$ cat src/rtl/icache_pkg.sv
// Shared geometry, state encoding and helpers for the direct-mapped instruction cache.
package icache_pkg;

    localparam int unsigned ADDR_W   = 10;
    localparam int unsigned TAG_W    = 3;
    localparam int unsigned INDEX_W  = 3;
    localparam int unsigned OFFSET_W = 2;
    localparam int unsigned WORDS    = 4;
    localparam int unsigned WORD_W   = 32;
    localparam int unsigned LINE_W   = 128;
    localparam int unsigned LINES    = 2 ** INDEX_W;
    localparam int unsigned BLK_W    = TAG_W + INDEX_W;

    typedef enum logic [1:0] {
        IDLE   = 2'd0,
        MEM_RD = 2'd1,
        UPDATE = 2'd2
    } state_t;

    typedef logic [TAG_W-1:0]    tag_t;
    typedef logic [INDEX_W-1:0]  index_t;
    typedef logic [OFFSET_W-1:0] offset_t;

    function automatic logic [WORD_W-1:0] line_word(input logic [LINE_W-1:0] line,
                                                    input offset_t            off);
        return line[off*WORD_W +: WORD_W];
    endfunction

endpackage

$ cat src/rtl/icache_array.sv
// Valid/tag/data storage: combinational read port, one synchronous write port,
// valid bits cleared on RESET (tags and data are left untouched).
module icache_array
    import icache_pkg::*;
(
    input  logic              CLK,
    input  logic              RESET,
    input  index_t            rd_index,
    output logic              rd_valid,
    output tag_t              rd_tag,
    output logic [LINE_W-1:0] rd_data,
    input  logic              wr_en,
    input  index_t            wr_index,
    input  tag_t              wr_tag,
    input  logic [LINE_W-1:0] wr_data
);

    logic [LINES-1:0]  valid;
    tag_t              tag_arr  [LINES];
    logic [LINE_W-1:0] data_arr [LINES];

    always_ff @(posedge CLK) begin
        if (RESET)
            valid <= '0;
        else if (wr_en)
            valid[wr_index] <= 1'b1;
    end

    always_ff @(posedge CLK) begin
        if (wr_en) begin
            tag_arr[wr_index]  <= wr_tag;
            data_arr[wr_index] <= wr_data;
        end
    end

    assign rd_valid = valid[rd_index];
    assign rd_tag   = tag_arr[rd_index];
    assign rd_data  = data_arr[rd_index];

endmodule

$ cat src/rtl/instr_cache.sv
// Direct-mapped read-only instruction cache: zero-stall hits, whole-line refill
// from instruction memory on a miss via a read/busywait handshake.
module instr_cache
    import icache_pkg::*;
(
    input  logic               CLK,
    input  logic               RESET,
    input  logic [ADDR_W-1:0]  PC_ADDR,
    output logic [WORD_W-1:0]  INSTRUCTION,
    output logic               BUSYWAIT,
    output logic               MEM_READ,
    output logic [BLK_W-1:0]   MEM_ADDRESS,
    input  logic [LINE_W-1:0]  MEM_READDATA,
    input  logic               MEM_BUSYWAIT
);

    state_t            state, next_state;
    tag_t              pc_tag;
    index_t            pc_index;
    offset_t           pc_offset;
    logic [BLK_W-1:0]  miss_addr;
    logic [LINE_W-1:0] fill_buf;
    logic              rd_valid;
    tag_t              rd_tag;
    logic [LINE_W-1:0] rd_data;
    logic              hit;
    logic              fill_we;
    logic              unused_pc_bits;

    assign pc_tag         = PC_ADDR[ADDR_W-1 -: TAG_W];
    assign pc_index       = PC_ADDR[ADDR_W-TAG_W-1 -: INDEX_W];
    assign pc_offset      = PC_ADDR[OFFSET_W+1:2];
    assign unused_pc_bits = ^PC_ADDR[1:0];

    icache_array u_array (
        .CLK      (CLK),
        .RESET    (RESET),
        .rd_index (pc_index),
        .rd_valid (rd_valid),
        .rd_tag   (rd_tag),
        .rd_data  (rd_data),
        .wr_en    (fill_we),
        .wr_index (miss_addr[INDEX_W-1:0]),
        .wr_tag   (miss_addr[BLK_W-1:INDEX_W]),
        .wr_data  (fill_buf)
    );

    assign hit         = rd_valid && (rd_tag == pc_tag);
    assign INSTRUCTION = line_word(rd_data, pc_offset);

    always_ff @(posedge CLK) begin
        if (RESET)
            state <= IDLE;
        else
            state <= next_state;
    end

    // Refill is driven solely by miss_addr, so PC changes mid-miss are ignored.
    always_ff @(posedge CLK) begin
        if (RESET)
            miss_addr <= '0;
        else if (state == IDLE && !hit)
            miss_addr <= {pc_tag, pc_index};
    end

    always_ff @(posedge CLK) begin
        if (state == MEM_RD && !MEM_BUSYWAIT)
            fill_buf <= MEM_READDATA;
    end

    always_comb begin
        next_state = state;
        case (state)
            IDLE:    if (!hit) next_state = MEM_RD;
            MEM_RD:  if (!MEM_BUSYWAIT) next_state = UPDATE;
            UPDATE:  next_state = IDLE;
            default: next_state = IDLE;
        endcase
    end

    always_comb begin
        BUSYWAIT    = 1'b0;
        MEM_READ    = 1'b0;
        MEM_ADDRESS = '0;
        fill_we     = 1'b0;
        if (!RESET) begin
            BUSYWAIT = (state != IDLE) || !hit;
            case (state)
                MEM_RD: begin
                    MEM_READ    = 1'b1;
                    MEM_ADDRESS = miss_addr;
                end
                UPDATE:  fill_we = 1'b1;
                default: ;
            endcase
        end
    end

endmodule

$ cat config.mk
export PLATFORM = sky130hd
export DESIGN_NAME = instr_cache
export DESIGN_NICKNAME = d
export VERILOG_FILES = /design/src/rtl/icache_pkg.sv /design/src/rtl/icache_array.sv /design/src/rtl/instr_cache.sv
export SDC_FILE = /design/constraint.sdc
export NUM_CORES = 1
export LEC_CHECK = 0
export CORE_ASPECT_RATIO = 0.7
export CORE_MARGIN = 1.5
export CORE_UTILIZATION = 45
export CTS_BUF_LIST = sky130_fd_sc_hd__clkbuf_4 sky130_fd_sc_hd__clkbuf_8
export CTS_CLUSTER_DIAMETER = 60
export DETAILED_ROUTE_END_ITERATION = 8
export PLACE_DENSITY_LB_ADDON = 0.05
export SETUP_SLACK_MARGIN = 0.4
export SLEW_MARGIN = 20
export SYNTH_ARGS = -nofsm -noshare
export SYNTH_HDL_FRONTEND = slang
export SYNTH_SLANG_ARGS = --single-unit
export TNS_END_PERCENT = 5
$ cat constraint.sdc
create_clock -name CLK -period 14.6 [get_ports CLK]
set_input_delay 2.92 -clock CLK [delete_from_list [all_inputs] [get_ports CLK]]
set_output_delay 2.92 -clock CLK [all_outputs]
set_load 0.03 [all_outputs]
### Word-level counts from Yosys, hierarchy flattened

Memories as Yosys holds them, arrays and structs flattened.
Index checks and enable logic that the tools add are counted.

| storage, ports and cells | value |
|---|---|
| word-level logic and storage cells | 42 |
| RAM bits | 1048 |
| bits of input ports | 141 |
| register bits after elaboration | 144 |
| memories | 2 |

Memories:

| name | depth | width | read ports | clocked after memory_dff | wr ports | RTL line | text |
|---|---|---|---|---|---|---|---|
| u_array.data_arr | 8 | 128 | 1 | 0 | 1 | icache_array.sv:20 | `logic [LINE_W-1:0] data_arr [LINES];` |
| u_array.tag_arr | 8 | 3 | 1 | 0 | 1 | icache_array.sv:19 | `tag_t tag_arr [LINES];` |

| cells by class | value |
|---|---|
| shift-type cells | 1 |
| order comparisons | 3 |
| equal/unequal tests | 5 |
| muxes and demuxes | 16 |
| bitwise operators | 1 |
| reductions and logical operators | 10 |

Operator list:

| operator | count |
|---|---|
| indexed part select 128 x 8 -> 32 bit | 1 |
| two-way mux 6 bit | 2 |
| two-way mux 1 bit | 9 |
| < comparator 3 x 4 -> 1 bit, second input constant | 2 |
| OR 8 bit | 1 |
| logical AND 1 bit | 4 |
| two-way mux 2 bit | 2 |
| inequality test 2 bit, second input constant | 2 |
| case mux 2 bit (2 select lines) | 1 |
| binary-select mux 1 bit (select 3 bit) | 1 |
| demux 1 bit (select 3 bit) | 1 |
| equality test 3 bit | 1 |
| greater-or-equal comparator 3 x 1 -> 1 bit, second input constant | 1 |
| equality test 2 x 1 -> 1 bit, second input constant | 1 |
| equality test 2 bit, second input constant | 1 |
| logical NOT 1 bit | 2 |
| logical NOT 2 bit | 1 |
| AND reduction 2 bit | 1 |
| nonzero test 2 bit | 1 |
| logical OR 1 bit | 1 |

### Longest topological paths before layout

Gate-level depths: netlist (run 1).

| depth | value |
|---|---|
| word-level depth | 6 |
| depth in mapped cells | 7 |
| mapped depth without buffers | 5 |

### Cells and area by module

From an unflattened synthesis (run 1), not the netlist that was laid out.

| unflattened totals | value |
|---|---|
| cells, all modules | 1777 |
| area total of the unflattened synthesis | 45371.0 sq um |

Modules (own cells, without submodules):

| module | instances | cells each | seq. area each (sq um) | area each (sq um) |
|---|---|---|---|---|
| icache_array | 1 | 1560 | 31630.3 | 40322.4 |
| instr_cache | 1 | 217 | 4003.8 | 5048.6 |

### Worst setup path before layout (run 1)

OpenSTA, ideal clock, no wires.

| path | value |
|---|---|
| kind | input port to flip-flop |
| start point | input RESET |
| end point | memory u_array.data_arr[1][0], enable pin |
| setup slack | 1743 ps |
| arrival time | 12073 ps |
| setup time | 784 ps |
| data required time | 13816 ps |
| cell stages on the path | 3 |
| path through | nor2_1 -> nand3_1 -> nor3_1 |

| on the way | value |
|---|---|
| cells in the longest elaborated chain, start to end | 3 |

Ends and longest elaborated chain:

| what | RTL line | text |
|---|---|---|
| from (decl) | instr_cache.sv:7 | `input logic RESET,` |
| two-way mux 1 bit | instr_cache.sv:86 | `if (!RESET) begin` |
| two-way mux 1 bit | icache_array.sv:30 | `if (wr_en) begin` |
| two-way mux 1 bit (implied by the code) | icache_array.sv:32 | `data_arr[wr_index] <= wr_data;` |
| to (decl) | icache_array.sv:20 |  |

Every way passes these cells.

### Final worst setup path (run 1)

| path | value |
|---|---|
| start point | input PC_ADDR[4] |
| end point | output INSTRUCTION[22] |

| on the way | value |
|---|---|
| cells in the longest elaborated chain, start to end | 2 |

Ends and longest elaborated chain:

| what | RTL line | text |
|---|---|---|
| from (decl) | instr_cache.sv:8 | `input logic [ADDR_W-1:0] PC_ADDR,` |
| memory read (8 x 128 bit) | n/a |  |
| indexed part select 128 x 8 -> 32 bit | icache_pkg.sv:26 | `return line[off*WORD_W +: WORD_W];` |
| to (decl) | instr_cache.sv:9 | `output logic [WORD_W-1:0] INSTRUCTION,` |

Every way passes these cells.

==> results of run 1 <==
-- sequential cells by signal (all words and copies together), names as in the netlist --
signal / flops
u_array.tag_arr: 24
state: 2
fill_buf: 128
u_array.valid: 8
u_array.data_arr: 1024
miss_addr: 6
-- critical path: cells and delay by family --
kind,cells,cell delay [ns]
buffers and inverters,3,1.88
multiplexers,3,1.50
-- metal layers --
metal / vias up / routed length, um / global-route usage, %
met5: - / 13 / 0
met4: 2 / 2190 / 6.80
met3: 159 / 4190 / 3.71
met2: 428 / 47200 / 31.5
met1: 10300 / 41000 / 26.2
li1: 8056 / - / -
-- power by group through the flow --
stage	logic, mW	registers [mW]	clock network (mW)
6_report	0.338	3.85	2.61
3_3_place_gp	0.348	3.91	0
2_1_floorplan	0.206	3.91	0
4_1_cts	0.350	3.85	2.70
3_5_place_dp	0.348	3.92	0
5_1_grt	0.360	3.85	2.84
-- cell type report --
cell class	count	area, sq um
Fill cell	7413	45600
Tap cell	1309	1640
Clock buffer	244	3000
Multi-Input combinational cell	436	8240
Antenna cell	1	2.50
Inverter	1	3.75
Sequential cell	1192	35600
Clock inverter	71	389
Timing Repair Buffer	213	2100
-- cell usage in the layout (no fill, tap or decap) --
cell / synthesis / routed
inv_1: 1 / 1
nor2_1: 25 / 18
nand2_1: 13 / 13
clkdlybuf4s50_1: 0 / 173
xor2_1: 3 / 3
buf_12: 0 / 4
nor2_4: 0 / 7
clkinv_1: 0 / 44
and2_1: 6 / 6
clkbuf_4: 0 / 58
buf_8: 0 / 2
buf_2: 33 / 1
mux2i_1: 18 / 18
nand4_1: 1 / 1
diode_2: 0 / 1
mux4_2: 325 / 325
nand3b_1: 1 / 1
inv_6: 0 / 1
buf_6: 6 / 1
or2_2: 1 / 1
buf_4: 3 / 32
nand2b_1: 3 / 3
edfxtp_1: 1176 / 1176
a41oi_4: 1 / 1
dfxtp_1: 16 / 16
a22o_1: 1 / 1
nor3_2: 0 / 2
bufinv_16: 0 / 3
o21a_1: 1 / 1
clkinvlp_4: 0 / 4
nor3_1: 3 / 1
mux2_2: 33 / 33
clkbuf_8: 0 / 186
clkinv_2: 0 / 19
nand3_1: 1 / 1
-- stage by stage --
| step | util, % | instance area [sq um] |
|---|---|---|
| CTS | 52.8 | 51000 |
| finish | 52.8 | 51000 |
| global placement | 49.3 | 47600 |
| floorplan | - | 44200 |
| global route | 52.8 | 51000 |
| detailed placement | 49.3 | 47600 |
-- logic make-up (layout without fill, tap and decap cells) --
kind of cell / Yosys count / in the layout / synth area share [%]
DFF: 1192 / 1192 / 80.6
other: 0 / 1 / 0
buffers and inverters: 82 / 529 / 0.920
AOI/OAI and AO/OA: 3 / 3 / 0.0990
and+or+nand+nor: 54 / 54 / 0.540
xor gates and xnor gates: 3 / 3 / 0.0594
muxes: 376 / 376 / 17.8
-- worst paths after layout --
| kind | start | to | slack, ns | cells after the start |
|---|---|---|---|---|
| max reg2reg | state[0] | u_array.data_arr[0][124] | 10.72 | 6 |
| min reg2reg | u_array.valid[6] | u_array.valid[6] | 0.47 | 2 |
| max | PC_ADDR[4] | INSTRUCTION[22] | 5.22 | 6 |
| min | u_array.valid[6] | u_array.valid[6] | 0.47 | 2 |
==> flow_metrics.py, run 1 <==
metrics = {
    "sta": {
        "rsz0062_at_grt": "false",
        "maxSlewHeadroom_pct": 27.8,
        "worst_hold_slack_ns": 0.470,
        "finalSetupViolCount": 0,
        "finalHoldViolCount": 0,
        "final.setup.tns_ns": 0,
        "worst_pin_slew_ns": 1.08,
        "fin_skew_ns": 0.0251,
        "layout_min_cycle_time_ns": 9.38,
        "drv_slew": 0,
        "fin_crit_sh_pct": 64.2,
        "fin_ws_ns": 5.22,
        "timing.fmax_mhz": 107,
    },
    "floorplanning": {
        "die_area_sq_mm": 0.100,
        "rows": 95,
        "core_sq_mm": 0.0966,
        "die_x_um": 378,
        "die_y_um": 265,
        "ioPinCount": 181,
        "start_util_pct": 45.8,
    },
    "logic_synthesis": {
        "yosys-top-cells-count": "edfxtp_1 (1176), mux4_2 (325), buf_2 (33), mux2_2 (33), nor2_1 (25)",
        "avgSynthCellArea_sq_um": 25.9,
        "synth_largest_area_cell": "edfxtp_1",
        "synthCells": 1710,
        "seq_area_frac_synth_pct": 80.6,
        "ys_types": 25,
        "async_reset_ff_share_pct": 0,
        "synthTopCellsByArea": "edfxtp_1 (80%), mux4_2 (17%), mux2_2 (0.84%)",
        "yosysMostFrequentCell": "edfxtp_1",
        "synth-seq-cells": 1192,
        "synthFlopType": "edfxtp_1",
        "syn_nets": 1851,
        "netlist_area_sq_mm": 0.0442,
        "yosys_warnings": 0,
        "synth_top_area_share_pct": 79.9,
        "synth_edf_count": 1176,
    },
    "clock_tree": {
        "cts_tree": "done",
        "ctsHoldBuffers": 0,
        "path_clk_slew_ns": 0.06,
        "post_cts_buffers": 0,
        "clock_sinks": 1192,
        "root_buffer": "clkbuf_8",
        "cts.path.max_buffers": 3,
        "worstSkewPairLatency_ns": 0.83,
        "ctsResizeCount": 0,
        "numCtsBuffers": 180,
        "htree_levels": 4,
    },
    "worst_setup_path": {
        "crit_path_start_kind": "primary input",
        "crit_top_cell": "mux4_2",
        "cpPeakStageDelay_ns": 0.85,
        "crit_chain": "buf_8, buf_4, mux4_2, mux4_2, mux2_2, clkdlybuf4s50_1",
        "arrival_ns": 6.46,
        "endpoint_kind": "output port",
        "crit_fanout": 51,
        "cp.required_ns": 11.68,
        "slowest_stage": "buf_4",
        "crit_type": "in2out",
    },
    "placement": {
        "post-dp-hpwl_um": 46200,
        "post-place-ws_ns": 5.11,
        "io_buffers": 178,
        "place_congestion": 0.701,
        "placed_cells": 3151,
    },
    "grt": {
        "grt_pass1_vias": 20600,
        "grt_first_pass_wirelength_um": 138000,
        "grt_max_degree": 133,
        "antenna_found_initial": 3,
        "gr-total-overflow": 0,
        "grt_usage_pct": 19.3,
    },
    "pwr": {
        "comb_power_share_pct": 5.0,
        "ir_drop_v": 0.000123,
        "pwr-share-clk_pct": 38.4,
        "p_per_area_mw_per_mm2": 133,
        "p_total_mw": 6.80,
        "swShare_pct": 21.4,
        "p_int_mw": 5.34,
        "p_sw_mw": 1.45,
        "p_leak_nw": 15.9,
        "p_seq_share_pct": 56.6,
    },
    "cells_and_area": {
        "final_nets": 2165,
        "drive_gt1_share_pct": 31.5,
        "fin_cells": 3467,
        "syn_to_final_growth_pct": 15.3,
    },
    "job": {
        "max_cap_violations": 0,
    },
    "routing": {
        "vias": 19000,
        "antenna_left": 0,
        "wl_per_cell_um": 27.3,
        "drt_iter0_drc": 1258,
        "drt_wl_total_um": 94600,
        "drt_first_pass_iters": 5,
        "vias_per_cell": 5.47,
        "drcViolationCount": 0,
    },
    "outcome": {
        "status": "completed",
    },
    "hold_path": {
        "hold_class": "reg2reg",
    },
}
No activity file was read; power rests on OpenSTA's default activity.
==> run 2, diff against run 1 <==
==> constraint.sdc (replaced) <==
create_clock -name CLK -period 8.4 [get_ports CLK]
set_input_delay 1.68 -clock CLK [delete_from_list [all_inputs] [get_ports CLK]]
set_output_delay 1.68 -clock CLK [all_outputs]
set_load 0.03 [all_outputs]
==> flow_metrics.py, run 2 (synthesized netlist as in run 1, its figures left out) <==
metrics = {
    "pwr": {
        "swShare_pct": 21.4,
        "p_seq_share_pct": 56.7,
        "comb_power_share_pct": 5.0,
        "p_total_mw": 11.8,
        "p_leak_nw": 15.9,
        "p_int_mw": 9.27,
        "ir_drop_v": 0.000126,
        "p_sw_mw": 2.53,
        "pwr-share-clk_pct": 38.3,
        "p_per_area_mw_per_mm2": 231,
    },
    "sta": {
        "layout_min_cycle_time_ns": 6.50,
        "fin_crit_sh_pct": 77.3,
        "timing.fmax_mhz": 154,
        "drv_slew": 0,
        "fin_ws_ns": 1.90,
        "maxSlewHeadroom_pct": 29.1,
        "finalSetupViolCount": 0,
        "rsz0062_at_grt": "false",
        "final.setup.tns_ns": 0,
        "worst_hold_slack_ns": 0.475,
        "finalHoldViolCount": 0,
        "fin_skew_ns": 0.0254,
        "worst_pin_slew_ns": 1.06,
    },
    "routing": {
        "drt_wl_total_um": 93300,
        "wl_per_cell_um": 26.9,
        "drt_iter0_drc": 1251,
        "drt_first_pass_iters": 7,
        "vias_per_cell": 5.43,
        "drcViolationCount": 0,
        "vias": 18800,
        "antenna_left": 0,
    },
    "cells_and_area": {
        "drive_gt1_share_pct": 31.4,
        "largest_reg_flops": 1024,
        "fin_area_sq_mm": 0.0511,
        "reg_top3": "u_array.data_arr: 1024 flops, fill_buf: 128 flops, u_array.tag_arr: 24 flops",
        "multi_input_area_sq_mm": 0.00825,
        "final_common_cell": "edfxtp_1",
        "top_register": "u_array.data_arr",
        "seq_area_sq_mm": 0.0356,
        "final_nets": 2162,
        "syn_to_final_growth_pct": 15.6,
        "final_core_util_pct": 52.9,
        "n_fill_cell": 7395,
        "mostFrequentLayoutCells": "edfxtp_1 (1176), mux4_2 (325), clkbuf_8 (181)",
        "fin_cells": 3468,
    },
    "floorplanning": {
        "rows": 95,
        "start_util_pct": 45.8,
        "die_y_um": 265,
        "core_sq_mm": 0.0966,
        "die_x_um": 378,
        "die_area_sq_mm": 0.100,
        "ioPinCount": 181,
    },
    "grt": {
        "antenna_found_initial": 6,
        "gr-total-overflow": 0,
        "grt_usage_pct": 19.1,
        "grt_pass1_vias": 20400,
        "grt_max_degree": 133,
        "grt_first_pass_wirelength_um": 136000,
    },
    "clock_tree": {
        "numCtsBuffers": 179,
        "post_cts_buffers": 0,
        "ctsResizeCount": 0,
        "cts.path.max_buffers": 3,
        "ctsHoldBuffers": 0,
        "path_clk_slew_ns": 0.06,
        "clock_sinks": 1192,
        "worstSkewPairLatency_ns": 0.85,
        "cts_tree": "done",
        "root_buffer": "clkbuf_8",
        "htree_levels": 4,
    },
    "worst_setup_path": {
        "crit_top_cell": "mux4_2",
        "crit_chain": "buf_8, buf_4, mux4_2, mux4_2, mux2_2, clkdlybuf4s50_1",
        "crit_fanout": 61,
        "crit_path_start_kind": "primary input",
        "critPathTopFamily": "buffers and inverters",
        "slowest_stage": "buf_4",
        "cpPeakStageDelay_ns": 0.71,
        "endpoint_kind": "output port",
        "crit_type": "in2out",
        "arrival_ns": 4.82,
        "cp.required_ns": 6.72,
        "critPathBufInv": 3,
    },
    "placement": {
        "io_buffers": 178,
        "placed_cells": 3149,
        "placed_area_sq_mm": 0.0477,
        "place_congestion": 0.689,
        "post-place-ws_ns": 1.88,
        "post-dp-hpwl_um": 45100,
    },
    "hold_path": {
        "hold_class": "reg2reg",
    },
    "job": {
        "max_cap_violations": 0,
    },
    "outcome": {
        "status": "completed",
    },
}
## run 2: changes by cell type in the layout (fill, tap and decap cells not counted), sizes merged
cell / change
buf: -2
clkinvlp: +2
bufinv: +1
clkinv: +5
inv: +4
clkbuf: -9
## run 2: final cells by class
class | count | share of cell area [%]
Tap cell | 1309 | 3.21
Clock inverter | 83 | 0.962
Antenna cell | 1 | 0.00490
Timing Repair Buffer | 211 | 4.27
Sequential cell | 1192 | 69.7
Clock buffer | 235 | 5.67
Inverter | 1 | 0.00735
Multi-Input combinational cell | 436 | 16.1
## run 2: worst min-delay path: cells and delay by family (launching register included)
family	cells	cell delay, ns
and+or+nand+nor	2	0.12
DFF	1	0.33
## run 2: path summary, 6_finish.rpt
kind                                       start                 endpoint  slack, ns  cells past startpoint
worst min register to register  u_array.valid[2]         u_array.valid[2]       0.48                      2
worst max register to register          state[0]  u_array.data_arr[3][12]       5.58                      5
worst min-delay path            u_array.valid[2]         u_array.valid[2]       0.48                      2
worst max-delay path                  PC_ADDR[5]          INSTRUCTION[22]       1.90                      6
## run 2: routing by layer
metal | global-route usage, % | routed length (um)
met5 | 0 | 39
met4 | 6.38 | 1860
met3 | 4.13 | 4630
met2 | 31.0 | 46400
met1 | 26.0 | 40300
## run 2: power by group through the flow
| stage | registers, mW | logic [mW] | clock network [mW] |
|---|---|---|---|
| after floorplan | 6.79 | 0.358 | 0 |
| after detailed placement | 6.81 | 0.608 | 0 |
| final | 6.69 | 0.590 | 4.52 |
| after global placement | 6.80 | 0.608 | 0 |
| after CTS | 6.69 | 0.610 | 4.67 |
| after global routing | 6.70 | 0.626 | 4.93 |
